`src/rtl/char_action_fsm_if.sv`:
```
// rtl/char_action_fsm_if.sv - control and status bundle between the player input logic and char_action_fsm
//
// Groups the per-character control inputs and the action-state outputs.
//   master : drives frame_tick/btn_*/got_hit, observes state/button_flag/hit_window/phase_frame
//   slave  : the action FSM itself
interface char_action_fsm_if #(
    parameter int CNT_W = 5
);
    logic             frame_tick;   // one-cycle enable per video frame
    logic             btn_left;     // debounced level
    logic             btn_right;    // debounced level
    logic             btn_attack;   // debounced level
    logic             got_hit;      // one-cycle pulse
    logic [3:0]       state;        // registered action state
    logic             button_flag;  // one-cycle movement strobe
    logic             hit_window;   // attack active phases
    logic [CNT_W-1:0] phase_frame;  // frames elapsed in current timed phase

    modport master (
        output frame_tick, btn_left, btn_right, btn_attack, got_hit,
        input  state, button_flag, hit_window, phase_frame
    );

    modport slave (
        input  frame_tick, btn_left, btn_right, btn_attack, got_hit,
        output state, button_flag, hit_window, phase_frame
    );
endinterface

```
`src/rtl/char_action_fsm.sv`:
```
// rtl/char_action_fsm.sv - per-character action state machine feeding the position handler
//
// Turns debounced buttons and the frame tick into a 4-bit action state plus a
// per-frame movement strobe, sequences attack phases by frame count and handles
// hit-stun.
// Ports:
//   clk  : system clock
//   rst  : asynchronous, active-high reset
//   bus  : char_action_fsm_if.slave
//          in  frame_tick, btn_left, btn_right, btn_attack, got_hit
//          out state (registered), button_flag (registered),
//              hit_window (decoded from state), phase_frame (registered)
module char_action_fsm #(
    parameter int ATK_START_FR  = 5,
    parameter int ATK_ACTIVE_FR = 2,
    parameter int ATK_RECOV_FR  = 16,
    parameter int DIR_START_FR  = 4,
    parameter int DIR_ACTIVE_FR = 3,
    parameter int DIR_RECOV_FR  = 15,
    parameter int STUN_FR       = 12,
    parameter int CNT_W         = 5
) (
    input  logic                  clk,
    input  logic                  rst,
    char_action_fsm_if.slave      bus
);

    typedef enum logic [3:0] {
        S_IDLE       = 4'd0,
        S_LEFT       = 4'd1,
        S_RIGHT      = 4'd2,
        S_ATK_START  = 4'd3,
        S_ATK_ACTIVE = 4'd4,
        S_ATK_RECOV  = 4'd5,
        S_DIR_START  = 4'd6,
        S_DIR_ACTIVE = 4'd7,
        S_DIR_RECOV  = 4'd8,
        S_STUN       = 4'd9
    } state_t;

    // Last phase_frame value of each timed phase.
    localparam logic [CNT_W-1:0] ATK_START_LAST  = CNT_W'(ATK_START_FR - 1);
    localparam logic [CNT_W-1:0] ATK_ACTIVE_LAST = CNT_W'(ATK_ACTIVE_FR - 1);
    localparam logic [CNT_W-1:0] ATK_RECOV_LAST  = CNT_W'(ATK_RECOV_FR - 1);
    localparam logic [CNT_W-1:0] DIR_START_LAST  = CNT_W'(DIR_START_FR - 1);
    localparam logic [CNT_W-1:0] DIR_ACTIVE_LAST = CNT_W'(DIR_ACTIVE_FR - 1);
    localparam logic [CNT_W-1:0] DIR_RECOV_LAST  = CNT_W'(DIR_RECOV_FR - 1);
    localparam logic [CNT_W-1:0] STUN_LAST       = CNT_W'(STUN_FR - 1);

    // The state register is a plain 4-bit vector so that the illegal codes
    // 10..15 are representable and can be recovered from.
    logic [3:0]       state_q,       state_d;
    logic [CNT_W-1:0] phase_frame_q, phase_frame_d;
    logic             button_flag_q, button_flag_d;
    logic             pending_q,     pending_d;
    logic             atk_q,         atk_d;

    logic             atk_rise;
    logic             free_state;
    logic             timed_state;
    logic [CNT_W-1:0] phase_last;
    logic [3:0]       phase_next;
    logic             one_dir;

    assign atk_rise = bus.btn_attack & ~atk_q;
    assign one_dir  = bus.btn_left ^ bus.btn_right;

    // Phase length and successor for the timed states.
    always_comb begin
        free_state  = 1'b0;
        timed_state = 1'b0;
        phase_last  = '0;
        phase_next  = S_IDLE;
        case (state_q)
            S_IDLE, S_LEFT, S_RIGHT: free_state = 1'b1;
            S_ATK_START: begin
                timed_state = 1'b1;
                phase_last  = ATK_START_LAST;
                phase_next  = S_ATK_ACTIVE;
            end
            S_ATK_ACTIVE: begin
                timed_state = 1'b1;
                phase_last  = ATK_ACTIVE_LAST;
                phase_next  = S_ATK_RECOV;
            end
            S_ATK_RECOV: begin
                timed_state = 1'b1;
                phase_last  = ATK_RECOV_LAST;
                phase_next  = S_IDLE;
            end
            S_DIR_START: begin
                timed_state = 1'b1;
                phase_last  = DIR_START_LAST;
                phase_next  = S_DIR_ACTIVE;
            end
            S_DIR_ACTIVE: begin
                timed_state = 1'b1;
                phase_last  = DIR_ACTIVE_LAST;
                phase_next  = S_DIR_RECOV;
            end
            S_DIR_RECOV: begin
                timed_state = 1'b1;
                phase_last  = DIR_RECOV_LAST;
                phase_next  = S_IDLE;
            end
            S_STUN: begin
                timed_state = 1'b1;
                phase_last  = STUN_LAST;
                phase_next  = S_IDLE;
            end
            default: ;
        endcase
    end

    always_comb begin
        state_d       = state_q;
        phase_frame_d = phase_frame_q;
        pending_d     = pending_q;
        atk_d         = bus.btn_attack;

        // Edges outside the free-moving states are dropped, never buffered.
        if (atk_rise && free_state) begin
            pending_d = 1'b1;
        end

        if (bus.got_hit) begin
            // No frame gating; also restarts an ongoing stun.
            state_d       = S_STUN;
            phase_frame_d = '0;
            pending_d     = 1'b0;
        end else if (free_state) begin
            phase_frame_d = '0;
            if (bus.frame_tick) begin
                if (pending_q) begin
                    state_d   = one_dir ? S_DIR_START : S_ATK_START;
                    pending_d = 1'b0;
                end else if (bus.btn_left && !bus.btn_right) begin
                    state_d = S_LEFT;
                end else if (bus.btn_right && !bus.btn_left) begin
                    state_d = S_RIGHT;
                end else begin
                    state_d = S_IDLE;
                end
            end
        end else if (timed_state) begin
            if (bus.frame_tick) begin
                if (phase_frame_q == phase_last) begin
                    state_d       = phase_next;
                    phase_frame_d = '0;
                end else begin
                    phase_frame_d = phase_frame_q + 1'b1;
                end
            end
        end else begin
            // Illegal encoding: recover unconditionally.
            state_d       = S_IDLE;
            phase_frame_d = '0;
        end

        button_flag_d = bus.frame_tick & ~bus.got_hit &
                        ((state_d == S_LEFT) || (state_d == S_RIGHT));
    end

    always_ff @(posedge clk or posedge rst) begin
        if (rst) begin
            state_q       <= S_IDLE;
            phase_frame_q <= '0;
            button_flag_q <= 1'b0;
            pending_q     <= 1'b0;
            atk_q         <= 1'b0;
        end else begin
            state_q       <= state_d;
            phase_frame_q <= phase_frame_d;
            button_flag_q <= button_flag_d;
            pending_q     <= pending_d;
            atk_q         <= atk_d;
        end
    end

    assign bus.state       = state_q;
    assign bus.phase_frame = phase_frame_q;
    assign bus.button_flag = button_flag_q;
    assign bus.hit_window  = (state_q == S_ATK_ACTIVE) || (state_q == S_DIR_ACTIVE);

endmodule

```
`src/flat_wrapper.sv`:
```
// flat-port wrapper written by rule: the top's interface ports become plain ports
module char_action_fsm_flat 
#(
    parameter int ATK_START_FR  = 5,
    parameter int ATK_ACTIVE_FR = 2,
    parameter int ATK_RECOV_FR  = 16,
    parameter int DIR_START_FR  = 4,
    parameter int DIR_ACTIVE_FR = 3,
    parameter int DIR_RECOV_FR  = 15,
    parameter int STUN_FR       = 12,
    parameter int CNT_W         = 5
)
  (clk, rst, bus_frame_tick, bus_btn_left, bus_btn_right, bus_btn_attack, bus_got_hit, bus_state, bus_button_flag, bus_hit_window, bus_phase_frame);
  char_action_fsm_if #(.CNT_W(CNT_W)) bus_i ();
  input  logic clk;
  input  logic rst;
  input wire logic [$bits(bus_i.frame_tick)-1:0] bus_frame_tick;
  input wire logic [$bits(bus_i.btn_left)-1:0] bus_btn_left;
  input wire logic [$bits(bus_i.btn_right)-1:0] bus_btn_right;
  input wire logic [$bits(bus_i.btn_attack)-1:0] bus_btn_attack;
  input wire logic [$bits(bus_i.got_hit)-1:0] bus_got_hit;
  output wire logic [$bits(bus_i.state)-1:0] bus_state;
  output wire logic [$bits(bus_i.button_flag)-1:0] bus_button_flag;
  output wire logic [$bits(bus_i.hit_window)-1:0] bus_hit_window;
  output wire logic [$bits(bus_i.phase_frame)-1:0] bus_phase_frame;
  assign bus_i.frame_tick = bus_frame_tick;
  assign bus_i.btn_left = bus_btn_left;
  assign bus_i.btn_right = bus_btn_right;
  assign bus_i.btn_attack = bus_btn_attack;
  assign bus_i.got_hit = bus_got_hit;
  assign bus_state = bus_i.state;
  assign bus_button_flag = bus_i.button_flag;
  assign bus_hit_window = bus_i.hit_window;
  assign bus_phase_frame = bus_i.phase_frame;
  char_action_fsm #(.ATK_START_FR(ATK_START_FR), .ATK_ACTIVE_FR(ATK_ACTIVE_FR), .ATK_RECOV_FR(ATK_RECOV_FR), .DIR_START_FR(DIR_START_FR), .DIR_ACTIVE_FR(DIR_ACTIVE_FR), .DIR_RECOV_FR(DIR_RECOV_FR), .STUN_FR(STUN_FR), .CNT_W(CNT_W)) u_core (.clk(clk), .rst(rst), .bus(bus_i));
endmodule
```
`config.mk`:
```
export PLATFORM = sky130hd
export DESIGN_NAME = char_action_fsm_flat
export DESIGN_NICKNAME = d
export VERILOG_FILES = /design/src/rtl/char_action_fsm_if.sv /design/src/rtl/char_action_fsm.sv /design/src/flat_wrapper.sv
export SDC_FILE = /design/constraint.sdc
export NUM_CORES = 1
export LEC_CHECK = 0
export ABC_AREA = 1
export ABC_CLOCK_PERIOD_IN_PS = 1700
export BUFFER_PORTS_ARGS = -buffer_cell sky130_fd_sc_hd__buf_2
export CAP_MARGIN = 5
export CORE_MARGIN = 2
export CORE_UTILIZATION = 30
export CTS_CLUSTER_SIZE = 28
export DETAILED_ROUTE_END_ITERATION = 6
export RECOVER_POWER = 25
export SLEW_MARGIN = 20
export SYNTH_ARGS = -nofsm -noshare
export SYNTH_HDL_FRONTEND = slang
export SYNTH_SLANG_ARGS = --single-unit
```
`constraint.sdc`:
```
create_clock -name clk -period 1.7 [get_ports clk]
set_input_delay 0.17 -clock clk [delete_from_list [all_inputs] [get_ports clk]]
set_output_delay 0.17 -clock clk [all_outputs]
set_load 0.1 [all_outputs]
```
==> flow_metrics.tcl, run 1 <==
set metrics [dict create \
    ant_nets 0 \
    fin_tns_setup_ns -0.0887 \
    nets 180 \
    syn_avg_cell_area_um2 7.19 \
    post_synth_num_cell_types 23 \
    yosysSeqAreaShare 0.307 \
    via_count 973 \
    fin_area_mm2 0.00137 \
    vias_per_cell 4.57 \
    core_area_mm2 0.00308 \
    hp-start "bus_btn_attack" \
    netlist_area_um2 977 \
    finalCritPeriodShare 1.04 \
    synth_area_leaders "dfrtp_1 31%, nand2_1 11%, inv_1 7.3%, nand2_2 6.4%, nand3_4 5.4%" \
    drt_drc_violations_left 0 \
    portBuffers 17 \
    layout-drive-gt1-share 0.485 \
    critical_path_class "reg -> reg" \
    fin_skew_ns 0.00265 \
    htreeDepth 1 \
    hold_path.class "in -> reg" \
    yosys.area.top_type "dfrtp_1" \
    crit_slowest_cell "dfrtp_4" \
    pin_count 18 \
    die-area_mm2 0.00373 \
    end_kind "register" \
    track_usage 0.146 \
    clk_latency_ns 0.28 \
    grt_pass1_wl_um 4040 \
    place_inst 204 \
    post-synth-top-count-cell "nand2_1" \
    yosys_warnings 0 \
    rows 20 \
    dr.pass1.iters 4 \
    synth_top_area_frac 0.307 \
    cp_cell_sequence "inv_4 -> nand2_4 -> nor2_1 -> nor2_1 -> nand2_1 -> nand3_4 -> nor2_8 -> nand3_4 -> nand2_2 -> nand3_2 -> nand2_2 -> nand2_2 -> nand2_1 -> nor2_2" \
    synthCells 136 \
    status "finished, violations left" \
    async_reset_ff_frac 1.00 \
    r2r_slack_ns -0.07 \
    worst-r2r-cell-count 14 \
    stdcell_count 213 \
    syn-num-nets 146 \
    path_buf_inv 1 \
    critical_path_cell_count 14 \
    dp_slack_ns -0.0796 \
    p_leak_nw 0.652 \
    cts_inserted_buffers 3 \
    violations "negative setup slack" \
    period_minus_slack_ns 1.77 \
    gr-total-overflow 0 \
    synth-seq-cells 12 \
    hold_end "u_core.atk_q" \
    drt_wl_total_um 2460 \
    antenna_found_initial 0 \
    die_y_um 61.1 \
    diodes 0 \
    maxSlewHeadroom 0.677 \
    path_max_fanout 6 \
    grt_pass1_vias 914 \
    max_stage_delay_ns 0.54 \
    cts.clk_slew.worst_paths_ns 0.08 \
    synth_edf_count 0 \
    wl_per_cell_um 11.5 \
    root_buffer "clkbuf_4" \
    gp_congestion 0.837 \
    grt_max_degree 13 \
    fp.dieW_um 61.1 \
    cp_common_cell "nand2_2" \
    cts_sinks 12 \
    clock.fmax_mhz 566 \
    hpwl_um 1840 \
    cts_buffer_depth 2 \
    worstPathArrival_ns 1.95 \
    timing.rr.end "u_core.bus.button_flag" \
    r2r_start "u_core.bus.state[2]" \
    p_per_area_mw_per_mm2 1620 \
    worstPathRequired_ns 1.88 \
    peakVddDrop_uv 949 \
    rsz0062_at_grt "true" \
    synth_common_cells "28 x nand2_1, 19 x inv_1, 12 x dfrtp_1" \
    cts_tree "built" \
    cp-start-kind "register" \
    hold_depth 1 \
    drt_iter0_drc 23 \
    final-setup-viol-count 2 \
    placed_cell_area_mm2 0.00124 \
    hold_viol 0 \
    p_total_mw 2.22 \
    worst_slew_pin_slew_ns 0.488 \
    area_growth_pct 40.6 \
    ys.flop_type "dfrtp_1" \
    drv_cap 0 \
    slew_viol_final 0 \
    initial_core_util 0.317 \
    cp_top_family "simple AND/OR/NAND/NOR gates" \
    setup_ws_ns -0.0676 \
]
-- routing by layer --
layer	GRT usage	share of wire
met2	0.233	0.50
met5	0	0
met4	0.0559	0.013
met1	0.201	0.47
met3	0.0189	0.019
-- worst max-delay path by stage --
stage	endpoint	start
after floorplan	u_core.bus.button_flag	u_core.bus.state[0]
after CTS	u_core.bus.button_flag	u_core.bus.state[1]
after detailed placement	u_core.bus.button_flag	u_core.bus.state[2]
after global placement	u_core.bus.button_flag	u_core.bus.state[2]
after global routing	u_core.bus.button_flag	u_core.bus.state[2]
final	u_core.bus.button_flag	u_core.bus.state[2]
-- final cells by class --
type                    instances  area [µm²]
fillers                       306        1700
inverters                      26         105
repair buffers                 31         210
well taps                      44        55.1
clock buffers                   4        26.3
multi-input cells              96         653
flip-flops and latches         12         324
-- placed cells by master (no fill, tap or decap), drive strengths merged --
cell         count
nand2           38
buf             29
inv             26
nor2            13
nand3           13
dfrtp           12
a21oi            7
nand4            6
o21ai            5
clkbuf           5
o22ai            4
nor3             3
ha               3
xor2             2
xnor2            1
nor4             1
dlygate4sd3      1
-- cell families after synthesis --
family,count (synthesis),share of synthesized area
DFF,12,0.307
buffers and inverters,28,0.111
adders and majority gates,3,0.0384
and+or+nand+nor,74,0.429
xor gates and xnor gates,3,0.0269
AOI/OAI and AO/OA,16,0.0871
-- through the flow --
| step | hold slack [ns] | util |
|---|---|---|
| 5_1_grt | 0.0218 | 0.446 |
| 4_1_cts | 0.0119 | 0.429 |
| 6_report | 0.0146 | 0.446 |
| 2_1_floorplan | 0.0345 | - |
| 3_5_place_dp | 0.206 | 0.403 |
| 3_3_place_gp | 0.204 | 0.403 |
-- state kept, by name (all words and copies together), names as in the netlist --
name / cells
u_core.pending_q: 1
u_core.bus.state: 4
u_core.bus.phase_frame: 5
u_core.atk_q: 1
u_core.bus.button_flag: 1
-- power breakdown --
part / leakage (nW) / switching (mW) / internal [mW] / total (mW)
clock: 0.0150 / 0.107 / 0.0913 / 0.198
sequential: 0.143 / 0.118 / 0.367 / 0.485
combinational: 0.493 / 1.06 / 0.480 / 1.54
total: 0.652 / 1.29 / 0.938 / 2.22
-- timing repair --
| action | 4_1_cts | 5_1_grt |
|---|---|---|
| pin swaps | 9 | 3 |
| setup endpoints to repair | 2 | 9 |
| hold buffers | 1 | 0 |
| hold endpoints to repair | 12 | 0 |
| setup buffers | 1 | 3 |
| resized for setup | 10 | 7 |
Power figures use the tool's default switching activity.
==> run 2, diff against run 1 <==
ABC_CLOCK_PERIOD_IN_PS = 1500   (was 1700)
clock period = 1.5 ns   (was 1.7 ns; I/O delays follow)
==> run 2 against run 1 <==
Against the previous run: the run still ends with negative setup slack left; maximum frequency rose by 0.84%; via count grew 5.2%; global-route usage is 0.24 points higher; worst hold slack improved by 0.11 ns; register-to-register slack got worse by 0.19 ns; sequential cell count unchanged; non-clock buffer count grew 14; wire length increased by 9.1%; clock power up 37%; combinational power grew 26%; largest cell class unchanged; highest routed layer unchanged.
==> flow_metrics.tcl, run 2 (synthesis results as in run 1) <==
set metrics [dict create \
    htreeDepth 1 \
    place_inst 217 \
    fp.dieW_um 61.1 \
    track_usage 0.148 \
    period_minus_slack_ns 1.75 \
    final_util 0.494 \
    drt_iter0_drc 22 \
    wl_per_cell_um 11.8 \
    layout-drive-gt1-share 0.557 \
    grt_pass1_wl_um 4210 \
    fin_tns_setup_ns -1.68 \
    p_total_mw 2.74 \
    dr.pass1.iters 4 \
    cts_tree "built" \
    placed_cell_area_mm2 0.00134 \
    drt_drc_violations_left 0 \
    worstPathRequired_ns 1.68 \
    die_y_um 61.1 \
    worst_slew_pin_slew_ns 0.494 \
    stdcell_count 227 \
    final-setup-viol-count 11 \
    hold_path.class "in -> reg" \
    p_per_area_mw_per_mm2 1800 \
    portBuffers 17 \
    hpwl_um 1930 \
    r2r_slack_ns -0.25 \
    gp_congestion 0.820 \
    rows 20 \
    maxSlewHeadroom 0.670 \
    status "finished, violations left" \
    clk_latency_ns 0.28 \
    setup_ws_ns -0.253 \
    pin_count 18 \
    end_kind "register" \
    violations "negative setup slack" \
    dp_slack_ns -0.299 \
    gr-total-overflow 0 \
    worstPathArrival_ns 1.93 \
    finalCritPeriodShare 1.17 \
    area_growth_pct 55.7 \
    mostFrequentLayoutCell "buf_4" \
    die-area_mm2 0.00373 \
    slew_viol_final 0 \
    clock.fmax_mhz 570 \
    cp-start-kind "register" \
    fillerInstances 301 \
    grt_pass1_vias 977 \
    vias_per_cell 4.51 \
    cts_buffer_depth 2 \
    cts.clk_slew.worst_paths_ns 0.08 \
    fin_area_mm2 0.00152 \
    largest_register_ffs 5 \
    cts_inserted_buffers 3 \
    rsz0062_at_grt "true" \
    hold_viol 0 \
    cts_sinks 12 \
    path_max_fanout 5 \
    core_area_mm2 0.00308 \
    diodes 0 \
    p_leak_nw 0.736 \
    critical_path_class "reg -> reg" \
    drv_cap 0 \
    layout_common_cells "23 x buf_4, 20 x nand2_1, 16 x inv_1" \
    peakVddDrop_uv 1060 \
    root_buffer "clkbuf_4" \
    nets 194 \
    drt_wl_total_um 2680 \
    antenna_found_initial 0 \
    initial_core_util 0.317 \
    fin_skew_ns 0.00159 \
    grt_max_degree 13 \
    holdWs_ns 0.127 \
    ant_nets 0 \
    via_count 1024 \
]
-- run 2: cell types whose count changed in the layout (fill, tap and decap cells not counted), sizes merged --
cell	change
buf	+13
dlygate4sd3	+1
-- run 2: layer usage --
layer	share of wire	vias to the layer above	track usage
met1	0.47	467	0.207
met4	0.016	0	0.0248
li1	-	528	-
met5	0	-	0
met2	0.50	23	0.246
met3	0.021	6	0.0231
-- run 2: what timing repair did --
item                                   in CTS  in global routing
setup endpoints to repair                  12                 13
pin swaps                                   7                  4
gates cloned                                0                  0
resized for setup                           9                 21
buffers inserted                            4                  1
endpoints found under the hold margin      12                  1
hold buffers                                1                  1
-- run 2: area by class of cell --
| class | instances | area, µm² | area share |
|---|---|---|---|
| flip-flops and latches | 12 | 324 | 0.213 |
| multi-input cells | 96 | 661 | 0.434 |
| clock buffers | 4 | 36.3 | 0.0238 |
| inverters | 26 | 105 | 0.0691 |
| repair buffers | 45 | 340 | 0.224 |
| well taps | 44 | 55.1 | 0.0362 |
-- run 2: where the power goes --
| part | switching, mW | internal, mW | leakage (nW) |
|---|---|---|---|
| logic | 1.28 | 0.656 | 0.572 |
| registers | 0.118 | 0.415 | 0.143 |
| clock network | 0.125 | 0.148 | 0.0210 |
| total | 1.53 | 1.22 | 0.736 |
-- run 2: worst paths after layout --
check / from / endpoint / cells past startpoint
worst max-delay path: u_core.bus.state[3] / u_core.bus.button_flag / 14
worst min-delay path: bus_got_hit / u_core.pending_q / 2
worst max register to register: u_core.bus.state[3] / u_core.bus.button_flag / 14
worst min register to register: u_core.atk_q / u_core.pending_q / 3
max in group asynchronous: rst / u_core.bus.state[1] / 3
min in group asynchronous: rst / u_core.bus.phase_frame[4] / 3
-- run 2: critical path, stage by stage, from the launching register on --
cell and delay (ns):
dfrtp_4 0.53, inv_4 0.09, nand2_4 0.07, nor2_4 0.11, nor2_2 0.05, nand2_2 0.07
nand3_4 0.08, nor2_8 0.16, nand3_4 0.09, nand2_2 0.08, nand3_2 0.08, nand2_2 0.09
nand2_2 0.05, nand2_2 0.05, nor2_2 0.03
